File: config.mk
export PLATFORM = sky130hd
export DESIGN_NAME = uart_frame_parser
export DESIGN_NICKNAME = d
export VERILOG_FILES = /design/src/rtl/uart_pkg.sv /design/src/rtl/uart_frame_buf.sv /design/src/rtl/uart_frame_parser.sv
export SDC_FILE = /design/constraint.sdc
export NUM_CORES = 1
export LEC_CHECK = 0
export BUFFER_PORTS_ARGS = -buffer_cell sky130_fd_sc_hd__clkbuf_2
export CAP_MARGIN = 20
export CORE_MARGIN = 2
export CORE_UTILIZATION = 60
export CTS_CLUSTER_DIAMETER = 30
export DETAILED_ROUTE_END_ITERATION = 8
export PLACE_DENSITY = 0.83
export SLEW_MARGIN = 15
export SYNTH_ARGS = -nofsm -noshare
export SYNTH_HDL_FRONTEND = slang
export SYNTH_SLANG_ARGS = --single-unit
File: constraint.sdc
create_clock -name clk -period 7.9 [get_ports clk]
set_clock_uncertainty 0.15 [all_clocks]
set_input_delay 2.37 -clock clk [delete_from_list [all_inputs] [get_ports clk]]
set_output_delay 2.37 -clock clk [all_outputs]
set_load 0.005 [all_outputs]
File: src/rtl/uart_pkg.sv
// rtl/uart_pkg.sv - shared constants for the UART frame parser slice
package uart_pkg;

    typedef logic [2:0] err_code_t;

    localparam logic [7:0] SOF_BYTE_DEFAULT = 8'hA5;

    localparam logic [2:0] ST_IDLE    = 3'd0;
    localparam logic [2:0] ST_LEN     = 3'd1;
    localparam logic [2:0] ST_PAYLOAD = 3'd2;
    localparam logic [2:0] ST_CSUM    = 3'd3;
    localparam logic [2:0] ST_DRAIN   = 3'd4;

    localparam err_code_t ERR_NONE    = 3'd0;
    localparam err_code_t ERR_BAD_LEN = 3'd1;
    localparam err_code_t ERR_CSUM    = 3'd2;
    localparam err_code_t ERR_TIMEOUT = 3'd3;
    localparam err_code_t ERR_OVERRUN = 3'd4;

endpackage

File: src/rtl/uart_frame_buf.sv
// rtl/uart_frame_buf.sv - payload register file, one write port, async read port
module uart_frame_buf #(
    parameter int DEPTH = 16,
    parameter int IDX_W = $clog2(DEPTH)
) (
    input  logic             clk,
    input  logic             we,
    input  logic [IDX_W-1:0] wr_idx,
    input  logic [7:0]       wr_data,
    input  logic [IDX_W-1:0] rd_idx,
    output logic [7:0]       rd_data
);

    logic [7:0] mem_q [DEPTH];

    // Contents are only read after a full frame has been written, so no reset is needed.
    always_ff @(posedge clk) begin
        if (we) begin
            mem_q[wr_idx] <= wr_data;
        end
    end

    assign rd_data = mem_q[rd_idx];

endmodule

File: src/rtl/uart_frame_parser.sv
// rtl/uart_frame_parser.sv - assembles [SOF][LEN][PAYLOAD][CSUM] frames from rx byte strobes
module uart_frame_parser
    import uart_pkg::*;
#(
    parameter logic [7:0] SOF_BYTE       = SOF_BYTE_DEFAULT,
    parameter int          MAX_LEN        = 16,
    parameter int          TIMEOUT_CYCLES = 2080
) (
    input  logic       clk,
    input  logic       rst,
    input  logic [7:0] rx_data,
    input  logic       rx_valid,
    output logic [7:0] out_data,
    output logic       out_valid,
    input  logic       out_ready,
    output logic       out_last,
    output logic [4:0] out_len,
    output logic       frame_ok,
    output logic       frame_err,
    output logic [2:0] err_code
);

    localparam int              IDX_W     = $clog2(MAX_LEN);
    localparam int              TMR_W     = $clog2(TIMEOUT_CYCLES + 1);
    localparam logic [7:0]      MAX_LEN_B = 8'(MAX_LEN);
    localparam logic [TMR_W-1:0] TMR_LIMIT = TMR_W'(TIMEOUT_CYCLES);

    logic [2:0]       state_q, state_d;
    logic [4:0]       len_q, len_d;
    logic [IDX_W-1:0] wr_idx_q, wr_idx_d;
    logic [IDX_W-1:0] rd_idx_q, rd_idx_d;
    logic [7:0]       csum_q, csum_d;
    logic [TMR_W-1:0] timer_q, timer_d;
    logic             frame_ok_q, frame_ok_d;
    logic             frame_err_q, frame_err_d;
    err_code_t        err_code_q, err_code_d;

    logic             buf_we;
    logic [7:0]       buf_rd_data;
    logic             in_frame;
    logic             rd_last;

    uart_frame_buf #(
        .DEPTH (MAX_LEN),
        .IDX_W (IDX_W)
    ) u_buf (
        .clk     (clk),
        .we      (buf_we),
        .wr_idx  (wr_idx_q),
        .wr_data (rx_data),
        .rd_idx  (rd_idx_q),
        .rd_data (buf_rd_data)
    );

    assign in_frame = (state_q == ST_LEN) || (state_q == ST_PAYLOAD) || (state_q == ST_CSUM);
    assign rd_last  = (5'(rd_idx_q) == (len_q - 5'd1));

    always_comb begin
        state_d     = state_q;
        len_d       = len_q;
        wr_idx_d    = wr_idx_q;
        rd_idx_d    = rd_idx_q;
        csum_d      = csum_q;
        timer_d     = timer_q;
        frame_ok_d  = 1'b0;
        frame_err_d = 1'b0;
        err_code_d  = err_code_q;
        buf_we      = 1'b0;

        if (in_frame) begin
            timer_d = rx_valid ? '0 : timer_q + TMR_W'(1);
        end

        case (state_q)
            ST_IDLE: begin
                if (rx_valid && (rx_data == SOF_BYTE)) begin
                    state_d = ST_LEN;
                    timer_d = '0;
                end
            end
            ST_LEN: begin
                if (rx_valid) begin
                    if ((rx_data == 8'd0) || (rx_data > MAX_LEN_B)) begin
                        state_d     = ST_IDLE;
                        frame_err_d = 1'b1;
                        err_code_d  = ERR_BAD_LEN;
                    end else begin
                        state_d  = ST_PAYLOAD;
                        len_d    = rx_data[4:0];
                        csum_d   = rx_data;
                        wr_idx_d = '0;
                    end
                end
            end
            ST_PAYLOAD: begin
                if (rx_valid) begin
                    buf_we = 1'b1;
                    csum_d = csum_q ^ rx_data;
                    if (5'(wr_idx_q) == (len_q - 5'd1)) begin
                        state_d = ST_CSUM;
                    end else begin
                        wr_idx_d = wr_idx_q + IDX_W'(1);
                    end
                end
            end
            ST_CSUM: begin
                if (rx_valid) begin
                    if (rx_data == csum_q) begin
                        state_d    = ST_DRAIN;
                        frame_ok_d = 1'b1;
                        rd_idx_d   = '0;
                    end else begin
                        state_d     = ST_IDLE;
                        frame_err_d = 1'b1;
                        err_code_d  = ERR_CSUM;
                    end
                end
            end
            ST_DRAIN: begin
                if (out_ready) begin
                    if (rd_last) begin
                        state_d  = ST_IDLE;
                        rd_idx_d = '0;
                    end else begin
                        rd_idx_d = rd_idx_q + IDX_W'(1);
                    end
                end
                // The receiver cannot be stalled, so a byte arriving while draining is lost.
                if (rx_valid) begin
                    frame_err_d = 1'b1;
                    err_code_d  = ERR_OVERRUN;
                end
            end
            default: begin
                state_d = ST_IDLE;
            end
        endcase

        // A byte landing on the expiry cycle takes priority over the timeout.
        if (in_frame && !rx_valid && (timer_q == TMR_LIMIT)) begin
            state_d     = ST_IDLE;
            timer_d     = '0;
            frame_err_d = 1'b1;
            err_code_d  = ERR_TIMEOUT;
        end
    end

    always_ff @(posedge clk or posedge rst) begin
        if (rst) begin
            state_q     <= ST_IDLE;
            len_q       <= '0;
            wr_idx_q    <= '0;
            rd_idx_q    <= '0;
            csum_q      <= '0;
            timer_q     <= '0;
            frame_ok_q  <= 1'b0;
            frame_err_q <= 1'b0;
            err_code_q  <= ERR_NONE;
        end else begin
            state_q     <= state_d;
            len_q       <= len_d;
            wr_idx_q    <= wr_idx_d;
            rd_idx_q    <= rd_idx_d;
            csum_q      <= csum_d;
            timer_q     <= timer_d;
            frame_ok_q  <= frame_ok_d;
            frame_err_q <= frame_err_d;
            err_code_q  <= err_code_d;
        end
    end

    assign out_valid = (state_q == ST_DRAIN);
    assign out_data  = out_valid ? buf_rd_data : 8'h00;
    assign out_last  = out_valid && rd_last;
    assign out_len   = len_q;
    assign frame_ok  = frame_ok_q;
    assign frame_err = frame_err_q;
    assign err_code  = err_code_q;

endmodule

; After elaboration in Yosys (flattened, before gate mapping)
; Memories as Yosys holds them, arrays and structs flattened.
; Index checks and enable logic that the tools add are counted.
[totals]
ramBits = 128
output_inout_bits = 20
ff_bits = 41
mem_count = 1
word_cells = 113
inputBits = 12
[classes]
bitwise_logic = 2
n_eq_ne = 26
addsub = 4
n_mux = 51
n_lt_le_gt_ge = 1
reduce_logical = 19
[mem_list]
columns = memory, words, word_bits, read_ports, rd_ports_with_merged_regs, write_ports, line
row1 = u_buf.mem_q, 16, 8, 1, 0, 1, uart_frame_buf.sv:14  ; logic [7:0] mem_q [DEPTH];
[ops]
columns = cell, n
row1 = $mux 12, 5
row2 = $mux 3, 15
row3 = $mux 4, 8
row4 = $mux 8, 4
row5 = $pmux 4 s2, 2
row6 = $pmux 8 s2, 1
row7 = $ne 3x2->1 const B, 5
row8 = $pmux 3 s5, 1
row9 = $add 12x1->12 const B, 1
row10 = $eq 12x12->1 const B, 1
row11 = $mux 1, 12
row12 = $ne 3x1->1 const B, 4
row13 = $eq 4x5->1, 2
row14 = $ne 2x2->1 const B, 5
row15 = $pmux 3 s3, 1
row16 = $add 4x1->4 const B, 2
row17 = $eq 8x8->1, 1
row18 = $eq 8x8->1 const B, 1
row19 = $gt 8x5->1 const B, 1
row20 = $logic_not 8->1, 1
row21 = $reduce_and 4->1, 2
row22 = $xor 8x8->8, 1
row23 = $reduce_and 7->1, 1
row24 = $eq 3x2->1 const B, 2
row25 = other kinds (17), 24

; Logic depth before layout (Yosys ltp)
; Gate-level depths: netlist of the first run.
[logic_depth]
depth_word = 7
mapped_depth = 7
mapped_depth_nobuf = 7

; Hierarchy
; From an unflattened synthesis of the first run, not the netlist that was laid out.
[unflattened]
cells_unflattened = 496
area_unflattened_um2 = 7499.7
[by_module_without_submodules]
columns = module, seq_area_each_um2, area_each_um2, instances, cells_per_inst
row1 = uart_frame_buf, 3843.7, 4987.3, 1, 221
row2 = uart_frame_parser, 1026.0, 2512.4, 1, 275

; Worst setup path after synthesis of the first run
; OpenSTA, ideal clock, no wires.
[synth_timing]
path_kind = input -> register
from = in rx_valid
to = mem u_buf.mem_q[5][0], enable pin
setup_slack_ps = 3565
t_arrival_ps = 3801
t_required_ps = 7367
setup_ps = 383
path_stages = 5
path_cell_list = clkbuf_1 -> inv_1 -> nor3_2 -> nand2_1 -> nor3_1
[synth_via]
elab_chain_cells = 4
[synth_rtl]
columns = element, line
row1 = "start, declared", uart_frame_parser.sv:12  ; input logic rx_valid,
row2 = $mux 1, uart_frame_parser.sv:96  ; if (rx_valid) begin
row3 = $mux 1, uart_frame_parser.sv:74  ; case (state_q)
row4 = $mux 1, uart_frame_buf.sv:18  ; if (we) begin
row5 = $mux 1 (implied by the code), uart_frame_buf.sv:19  ; mem_q[wr_idx] <= wr_data;
row6 = "end, declared", uart_frame_buf.sv:14
; Every way passes these cells.

; Worst setup path after layout of the first run
[layout_timing]
from = reg rd_idx_q[0]
to = out out_data[4]
[layout_via]
elab_chain_cells = 2
[layout_rtl]
columns = element, line
row1 = "start, declared", uart_frame_parser.sv:31  ; logic [IDX_W-1:0] rd_idx_q, rd_idx_d;
row2 = "start signal, assigned", uart_frame_parser.sv:163  ; rd_idx_q <= rd_idx_d;
row3 = $mem_v2 16x8, --
row4 = $mux 8, uart_frame_parser.sv:173  ; assign out_data = out_valid ? buf_rd_data : 8'h00;
row5 = "end, declared", uart_frame_parser.sv:13  ; output logic [7:0] out_data,
; Every way passes these cells.

==> results, run 1 <==
- The CTS tree is yes.
- The number of ports placed on the die boundary is 32.
- The setup path with the least slack is of type register to output port.
- The number of global-route vias before repair came to 4224.
- The starting density of the core is 0.610.
- The share of synthesized area occupied by flip-flops and latches is 0.638.
- Entering global routing, the biggest net connects 42 pins.
- The synthesis-to-layout area growth is 11.6%.
- Detailed routing inserted a total of 4408 vias.
- IR analysis of the VDD net gives a maximum drop of 0.146 mV.
- The number of buffer and inverter instances along the worst setup path is 2.
- The routed length per placed instance is 22.5 um.
- Post-CTS repair changed the size of 0 cells.
- For the worst setup path, the data arrival time is 2.73 ns.
- The library cell used most frequently in the layout, excluding fill and tap cells, is sky130_fd_sc_hd__edfxtp_1.
- The area taken by flip-flops and latches is 4870 um2.
- In this run the worst setup path begins at rd_idx_q[0].
- The initialized floorplan defines 41 standard-cell rows.
- The final hold violation count came to 0.
- After detailed routing, no signal wire sits above met4.
- When the netlist entered floorplanning its net count stood at 496.
- The relative slew slack is 0.334.
- Once routing completed, OpenROAD measured the worst setup slack at 2.65 ns.
- In the finished design, the share of the clock period the worst path needs comes to 0.664.
- No sink is reached through more buffers than the 2 on the longest clock path.
- For this design the ratio of total power to cell area is 269 nW/um2.
- The number of input and output port buffers inserted is 31.
- In the synthesized netlist, the number of instances is 476.
- The final antenna diode count is 0.
- In the synthesized netlist the async set-or-reset flop fraction comes to 0.243.
- In this run the critical register-to-register path is captured at u_buf.mem_q[1][0].
- The met3 layer wire length in the routed design is 1.12 mm.
- Clock tree synthesis found a total of 169 sinks.
- After detailed routing, the wire length on met1 is 6.34 mm.
- In the routed design, unresolved DRC markers number 0.
- The global route total overflow is 0.
- The relative contribution of sequential cells to total power is 0.480.
- The first global-routing pass estimated 23.9 mm of wire.
- The die covers 13600 um2.
- The path class of the tightest hold or removal check is register to register.
- Setup repair after global routing left no endpoint under its margin.
- The pin slew with the least headroom to its limit is 0.994 ns.
- The number of CTS-inserted buffers is 17.
- At the later pin of the worst-skew pair, clock insertion delay measures 0.42 ns.
- The logic depth of the worst setup path including buffers is 5.
- Walking the worst path, the cells encountered are buf_12 -> mux4_1 -> mux4_2 -> and2_1 -> clkbuf_2.
- After the first detailed-routing iteration, the DRC count stood at 465.
- Prior to clock tree synthesis, the placed netlist has a worst setup slack of 2.81 ns.
- The initial antenna violation count is 0.
- The number of enable flip-flop cells after synthesis is 128.
- The root cell of the clock tree is sky130_fd_sc_hd__clkbuf_16.
- The H-tree was split into 4 levels.
- Of the total power, the share spent switching nets is 0.273.
- The flow ran to the end, and the final reports show no timing, DRC or antenna violations.
- The mean cell area of the mapped netlist is 16.0 um2.
- The count of nets left with antenna violations once routing finished came out at 0.
- The startpoint identified for the worst register-to-register timing path is state_q[0].
- STA classifies the critical path startpoint as a register.
- The worst setup slack for register-to-register paths is 4.75 ns.
- After clock tree synthesis, the clock-pin slew on the worst setup and hold paths is 0.06 ns.
- For this run, the number of Yosys warnings is 0.
- The endpoint type of the worst setup path is an output port.
- The library cells used most frequently in the layout, excluding fill and tap cells, are sky130_fd_sc_hd__edfxtp_1 (128), sky130_fd_sc_hd__dfrtp_1 (40), sky130_fd_sc_hd__nor2_1 (31), sky130_fd_sc_hd__clkbuf_2 (31), sky130_fd_sc_hd__nand2_1 (22).
- Of all nets on the critical path, the largest fanout is 23.
- The synthesized cell area is 7630 um2.
- The number of distinct standard cells referenced by the synthesized netlist is 55.
- The number of cells on the worst reg-to-reg path is 6.
- The tool flagged a number of max-cap violations equal to 0.
- The core region is 12500 um2.
- Once layout is complete, the utilization of the core stands at 0.680.
- The average via count per standard cell is 6.29.
- The placement-stage cell area is 7910 um2.
- In this run the power spent charging and discharging nets is 0.625 mW.
- Setup violations remaining at the end of the flow were counted as 0.
- The required time of the worst setup path is 5.38 ns.
- In this run the horizontal extent of the chip is 117 um.
- The final-report max-slew violation count is 0.
- The maximum clock frequency is 191 MHz.
- The kind of cell adding the most delay to the critical path is multiplexers.
- In the global route stage, overall resource usage came out at 0.248.
- After detailed routing, the met2 layer carries 7.99 mm of wire.
- The total iterations of the first detailed-routing run is 5.
- The post-route standard cell area excluding fillers is 8520 um2.
- Summed over all cells, the static leakage comes to 3.11 nW.
- The slowest stage of the critical path belongs to the cell sky130_fd_sc_hd__dfrtp_2.
- The total negative slack for setup checks is 0 ns.
- The number of inserted filler cells in the final layout is 824.
- The synthesis-stage register bit count is 169.
- Internal power comes to 1.66 mW.
- The die extent in y is 117 um.
- In the final layout, the multi-input gates occupy 2530 um2.
- Post-CTS timing repair inserted 0 buffers for setup.
- The timing endpoint of the critical path is out_data[4].
- The clock network fraction of design power is 0.361.
- The global placement routability congestion is 0.773.
- The combinational group share of total power is 0.159.
- The delay of the slowest cell on the worst path is 0.64 ns.
- The clock period minus worst slack is 5.25 ns.
- The wire-length estimate of the detail-placed layout is 9.90 mm.
- The fraction of final layout cells with drive strength greater than 1 is 0.204.
- In the synthesized netlist the dominant register cell turns out to be sky130_fd_sc_hd__edfxtp_1.
- The wire length after detailed routing is 15.8 mm.
- The number of buffers added to fix hold violations after cts is 0.
- At the end of the flow, the number of nets in the layout was 536.
==> routing by layer <==
metal,track usage,vias to the layer above
li1,-,1938
met1,0.333,2228
met2,0.403,211
met3,0.0602,31
met4,0.0839,0
met5,0,-
==> final cells by class <==
cell class                      instances  area share
Sequential cell                       169       0.572
Multi-Input combinational cell        271       0.297
Clock buffer                           20      0.0525
Timing Repair Buffer                   42      0.0300
Tap cell                              172      0.0253
Clock inverter                         12      0.0167
Inverter                               15     0.00661
==> synthesized netlist by cell type (3+ instances only) <==
master,number,area (um2)
sky130_fd_sc_hd__nor3_1,9,45.0
sky130_fd_sc_hd__o21ai_0,6,30.0
sky130_fd_sc_hd__and3_1,5,31.3
sky130_fd_sc_hd__nor4_1,7,43.8
sky130_fd_sc_hd__mux4_2,19,428
sky130_fd_sc_hd__mux2i_1,5,50.1
sky130_fd_sc_hd__edfxtp_1,128,3840
sky130_fd_sc_hd__buf_6,4,45.0
sky130_fd_sc_hd__nand4_1,5,31.3
sky130_fd_sc_hd__xnor2_1,9,78.8
sky130_fd_sc_hd__nand2b_1,7,43.8
sky130_fd_sc_hd__mux2_2,5,56.3
sky130_fd_sc_hd__nor3b_1,3,22.5
sky130_fd_sc_hd__xor2_1,20,175
sky130_fd_sc_hd__dfrtp_1,41,1030
sky130_fd_sc_hd__nand3_1,17,85.1
sky130_fd_sc_hd__a21o_1,4,30.0
sky130_fd_sc_hd__clkbuf_1,8,30.0
sky130_fd_sc_hd__inv_1,15,56.3
sky130_fd_sc_hd__and2_1,15,93.8
sky130_fd_sc_hd__a21oi_1,18,90.1
sky130_fd_sc_hd__clkbuf_8,5,68.8
sky130_fd_sc_hd__a31oi_1,3,18.8
sky130_fd_sc_hd__ha_1,8,100
sky130_fd_sc_hd__a32o_1,3,30.0
sky130_fd_sc_hd__mux4_1,21,552
sky130_fd_sc_hd__nor2_1,31,116
sky130_fd_sc_hd__nand2_1,22,82.6
==> sequential cells by signal (all words and copies together) (netlist names) <==
signal       flops
csum_q           8
out_len          5
rd_idx_q         4
u_buf.mem_q    128
state_q          3
err_code         3
frame_ok         1
frame_err        1
wr_idx_q         4
timer_q         12
==> power groups by stage <==
stage	clock [mW]	combinational, mW	sequential (mW)
2_1_floorplan	0	0.285	1.08
3_3_place_gp	0	0.339	1.11
3_5_place_dp	0	0.359	1.11
4_1_cts	0.835	0.364	1.10
5_1_grt	0.870	0.405	1.11
6_report	0.826	0.364	1.10
==> worst register-to-register path, cell delays in order, from the launching register on <==
cell                              delay (ns)
sky130_fd_sc_hd__dfrtp_1                0.47
sky130_fd_sc_hd__nand2b_1               0.23
sky130_fd_sc_hd__nor2_1                 0.64
sky130_fd_sc_hd__nand2_1                0.30
sky130_fd_sc_hd__nor4_1                 0.52
sky130_fd_sc_hd__clkdlybuf4s18_2        0.37
sky130_fd_sc_hd__buf_4                  0.18
==> metrics by stage <==
stage	total power, mW	cells	hold slack [ns]
after CTS	2.29	700	0.389
final	2.29	701	0.389
after global routing	2.38	701	0.424
after detailed placement	1.47	668	0.371
after floorplan	1.37	476	0.347
after global placement	1.45	666	0.369
==> worst min-delay path by stage <==
stage                      startpoint           to  cells after the start
after detailed placement  timer_q[11]  timer_q[11]                      2
after floorplan           timer_q[11]  timer_q[11]                      2
after CTS                 timer_q[11]  timer_q[11]                      2
after global routing      err_code[2]  err_code[2]                      2
final                     err_code[2]  err_code[2]                      2
after global placement      csum_q[2]    csum_q[2]                      1
==> kinds of logic after synthesis <==
logic type,after synthesis,share of synthesized area
adder cells (fa/ha/maj),8,0.0131
AO/OA/AOI/OAI,48,0.0416
XOR/XNOR,30,0.0362
AND/OR/NAND/NOR,135,0.0967
multiplexers,50,0.142
buffers and inverters,36,0.0318
flip-flops,169,0.638
Note: power is estimated with default switching activity, not from simulation.
==> run 2, diff against run 1 <==
--- a/config.mk
+++ b/config.mk
@@ -5,13 +5,14 @@
 export SDC_FILE = /design/constraint.sdc
 export NUM_CORES = 1
 export LEC_CHECK = 0
+export ABC_AREA = 1
 export BUFFER_PORTS_ARGS = -buffer_cell sky130_fd_sc_hd__clkbuf_2
 export CAP_MARGIN = 20
 export CORE_MARGIN = 2
-export CORE_UTILIZATION = 60
+export CORE_UTILIZATION = 56
 export CTS_CLUSTER_DIAMETER = 30
 export DETAILED_ROUTE_END_ITERATION = 8
-export PLACE_DENSITY = 0.83
+export PLACE_DENSITY = 0.81
 export SLEW_MARGIN = 15
 export SYNTH_ARGS = -nofsm -noshare
 export SYNTH_HDL_FRONTEND = slang
==> constraint.sdc (replaced) <==
create_clock -name clk -period 4.27 [get_ports clk]
set_clock_uncertainty 0.15 [all_clocks]
set_input_delay 1.281 -clock clk [delete_from_list [all_inputs] [get_ports clk]]
set_output_delay 1.281 -clock clk [all_outputs]
set_load 0.005 [all_outputs]
==> run 2 against run 1 <==
  * Flip-flop and latch count did not move
  * Die area rose by 8.7%
  * Critical path type unchanged
  * Design area rose by 1.7%
==> results, run 2 <==
- The library cells used most frequently in the layout, excluding fill and tap cells, are sky130_fd_sc_hd__edfxtp_1 (128), sky130_fd_sc_hd__nor2_1 (120), sky130_fd_sc_hd__nand2_1 (107), sky130_fd_sc_hd__o21ai_0 (83), sky130_fd_sc_hd__inv_1 (43).
- The total iterations of the first detailed-routing run is 6 (+1).
- The met3 layer wire length in the routed design came to 1.58 mm (+41%).
- The flow ran to the end, and the final reports show no timing, DRC or antenna violations.
- Leaving out fill and tap cells, the most frequent cell in the layout is sky130_fd_sc_hd__edfxtp_1.
- The number of enable flip-flop cells after synthesis is 128 (unchanged).
- The total half-perimeter wirelength after legalization and detailed placement came to 12.6 mm (+27%).
- The most used flip-flop cell after synthesis is sky130_fd_sc_hd__edfxtp_1.
- The total negative slack for setup checks was 0 ns (unchanged).
- The number of global-route vias before repair is 5830 (+38%).
- The clock latency of the later-clocked register in the worst-skew pair is 0.43 ns (about the same).
- The synthesis-to-layout area growth was 11.6% (about the same).
- The number of input and output port buffers inserted is 31 (unchanged).
- The required time of the worst setup path came to 2.84 ns (-2.54 ns).
- The overall track demand over capacity in global routing came to 0.275 (+0.0273).
- The share of synthesized area occupied by flip-flops and latches is 0.627 (-0.0107).
- The post-cts repair resize count is 0 (unchanged).
- The worst setup slack for register-to-register paths is 1.56 ns (-3.19 ns).
- The final count of negative-setup-slack endpoints is 0 (unchanged).
- The length of routed wiring on met1 is 7.31 mm (+15%).
- The area fraction of the dominant cell type after synthesis came to 0.495 (-0.00844).
- The number of setup buffers added after CTS is 0 (unchanged).
- The pin slew with the least headroom to its limit is 1.01 ns (+0.0145 ns).
- The relative slew slack was 0.325 (-0.00855).
- The flip-flop count of the largest register after layout is 128 (unchanged).
- The DRC violation total after the first TritonRoute iteration is 932 (+100%).
- The library cell occupying the most area in the post-synthesis netlist is sky130_fd_sc_hd__edfxtp_1.
- The pre-CTS setup slack came to 0.826 ns (-1.98 ns).
- The critical path startpoint category is a register.
- The synthesis-stage register bit count is 169 (unchanged).
- The worst endpoint data arrival time is 2.53 ns (-0.20 ns).
- The number of max-capacitance violations reported came to 0 (unchanged).
- The synthesized instance count was 741 (+56%).
- The share of the core filled with cells in the final layout is 0.631 (-0.0490).
- The number of cells on the worst reg-to-reg path is 8 (+2).
- The initial antenna violation count came to 0 (unchanged).
- The remaining antenna violation count after routing came to 0 (unchanged).
- The worst voltage drop across the vdd grid is 0.345 mV (+140%).
- The die area is 14800 um2 (+8.7%).
- The synthesized cell area is 7760 um2 (+1.7%).
- The placement-stage cell area came to 8090 um2 (+2.3%).
- The number of distinct standard cells referenced by the synthesized netlist came to 38 (-31%).
- Timing would allow up to 253 MHz.
- The H-tree depth reported by CTS is 4 (unchanged).
- The total of warnings raised by yosys is 0 (unchanged).
- The global placement routability congestion is 0.897 (+16%).
- In this run the top signal layer used is met4.
- The commonest cells after synthesis are sky130_fd_sc_hd__edfxtp_1 (128), sky130_fd_sc_hd__nor2_1 (120), sky130_fd_sc_hd__nand2_1 (107).
- The fraction of final layout cells with drive strength greater than 1 is 0.133 (-0.0715).
- The cell count of the worst hold path is 2 (unchanged).
- The starting density of the core was 0.566 (-0.0439).
- The number of ports placed on the die boundary came to 32 (unchanged).
- The average via count per standard cell is 6.12 (-2.7%).
- The post-layout net count came to 791 (+48%).
- The critical path is of the register to output port type.
- The wire length of the first global-routing pass is 30.5 mm (+27%).
- The final antenna diode count is 0 (unchanged).
- The die extent in y is 122 um (+4.2%).
- The routed length on met2 is 9.67 mm (+21%).
- The startpoint identified for the worst hold timing path is err_code[0].
- The core area was 13700 um2 (+9.6%).
- The final setup slack of the worst path is 0.313 ns (-2.34 ns).
- The endpoint of the worst hold-timing path is err_code[0].
- The number of vias in the routed layout is 5896 (+34%).
- The routed length per placed instance is 19.8 um (-12%).
- The pin count of the biggest net entering global routing is 59 (+40%).
- The capturing point of the worst reg2reg path is u_buf.mem_q[12][7].
- The reported leakage power is 3.24 nW (+4.0%).
- The min-delay analysis places its worst path in the category register to register.
- The final-report max-slew violation count was 0 (unchanged).
- The clock period minus worst slack is 3.96 ns.
- In the final layout, the registers with the most flip-flops are u_buf.mem_q (128), timer_q (12), csum_q (8).
- The global route total overflow came to 0 (unchanged).
- The clock sink count is 169 (unchanged).
- The mean cell area of the mapped netlist is 10.5 um2 (-35%).
- The post-route standard cell area excluding fillers is 8660 um2 (+1.7%).
- The largest buffer count on any clock path is 2 (unchanged).
- The number of CTS-inserted buffers is 17 (unchanged).
- Ranked by total cell area, the synthesized netlist is headed by sky130_fd_sc_hd__edfxtp_1 (50%), sky130_fd_sc_hd__dfrtp_1 (13%), sky130_fd_sc_hd__nor2_1 (5.8%).
- The maximum fanout count along the critical path is 58 (+150%).
- The number of design rule violations left after detail routing is 0 (unchanged).
- The smallest hold slack was 0.380 ns (-0.00874 ns).
- sky130_fd_sc_hd__edfxtp_1 is the most common cell in the netlist.
- The final hold violation count was 0 (unchanged).
- The total nets after synthesis was 761 (+53%).
- The number of buffers added to fix hold violations after cts was 0 (unchanged).
- The number of placement rows is 43 (+4.9%).
- The wire length after detailed routing is 19.1 mm (+21%).
- The clock transition at the registers of the reported paths is 0.06 ns (about the same).
- The endpoint type of the worst setup path is an output port.
- The source of the worst register-to-register timing path is state_q[2].
- The root cell of the clock tree is sky130_fd_sc_hd__clkbuf_16.
- The CTS tree is yes.
- Setup repair after global routing left no endpoint under its margin.
- The critical path startpoint is rd_idx_q[0].
- The async set-or-reset flop fraction in the synthesized netlist is 0.243 (unchanged).
- Of the available clock period, the critical path in the final layout requires 0.927.
- Ranked by flip-flop count, first place goes to u_buf.mem_q.
- The overall die width is 122 um (+4.2%).
- The power per unit of standard cell area is 497 nW/um2 (+85%).
-- run 2: changes by cell type after synthesis, moves of 24 or more --
cell                      delta
sky130_fd_sc_hd__o21ai_0    +77
sky130_fd_sc_hd__inv_1      +28
sky130_fd_sc_hd__nand3_1    +24
sky130_fd_sc_hd__nor2_1     +89
sky130_fd_sc_hd__nand2_1    +85
-- run 2: power by group --
group	total (mW)	internal [mW]	switching, mW
clock	1.51	0.867	0.638
sequential	1.98	1.88	0.101
combinational	0.821	0.279	0.542
total	4.31	3.03	1.28
-- run 2: worst max path at each step --
| stage | to | slack [ns] | cells after the start |
|---|---|---|---|
| after floorplan | u_buf.mem_q[0][0] | 1.48 | 5 |
| after global placement | u_buf.mem_q[15][3] | 0.88 | 5 |
| after detailed placement | out_data[7] | 0.83 | 6 |
| after CTS | out_data[2] | 0.37 | 7 |
| after global routing | out_data[2] | 0.16 | 7 |
| final | out_data[2] | 0.31 | 7 |
-- run 2: metal layers --
metal / up-vias / global-route usage
li1: 2667 / -
met1: 2859 / 0.347
met2: 325 / 0.462
met3: 45 / 0.0599
met4: 0 / 0.115
met5: - / 0
-- run 2: area by class of cell --
class | count | area, um2
Sequential cell | 169 | 4870
Clock inverter | 13 | 143
Clock buffer | 19 | 433
Fill cell | 1048 | 5060
Inverter | 53 | 204
Multi-Input combinational cell | 489 | 2540
Timing Repair Buffer | 41 | 243
Tap cell | 180 | 225
-- run 2: stage by stage --
step / cells / power, mW
floorplan: 741 / 2.59
global placement: 932 / 2.78
detailed placement: 932 / 2.82
CTS: 964 / 4.31
global route: 964 / 4.50
finish: 964 / 4.31
-- run 2: cells by family after synthesis --
family / count (synthesis) / share of synthesized area
AOI/OAI and AO/OA: 160 / 0.126
xor gates and xnor gates: 14 / 0.0158
adders and majority gates: 8 / 0.0129
buffers and inverters: 83 / 0.0448
DFF: 169 / 0.627
and+or+nand+nor: 307 / 0.173
-- run 2: worst max-delay path, cell delays in order (launching register included) --
cell and delay (ns):
sky130_fd_sc_hd__dfrtp_2 0.57, sky130_fd_sc_hd__inv_1 0.31, sky130_fd_sc_hd__buf_12 0.29, sky130_fd_sc_hd__o21ai_0 0.13, sky130_fd_sc_hd__o221ai_1 0.23, sky130_fd_sc_hd__nand3_1 0.13, sky130_fd_sc_hd__a21oi_1 0.24, sky130_fd_sc_hd__clkbuf_2 0.16
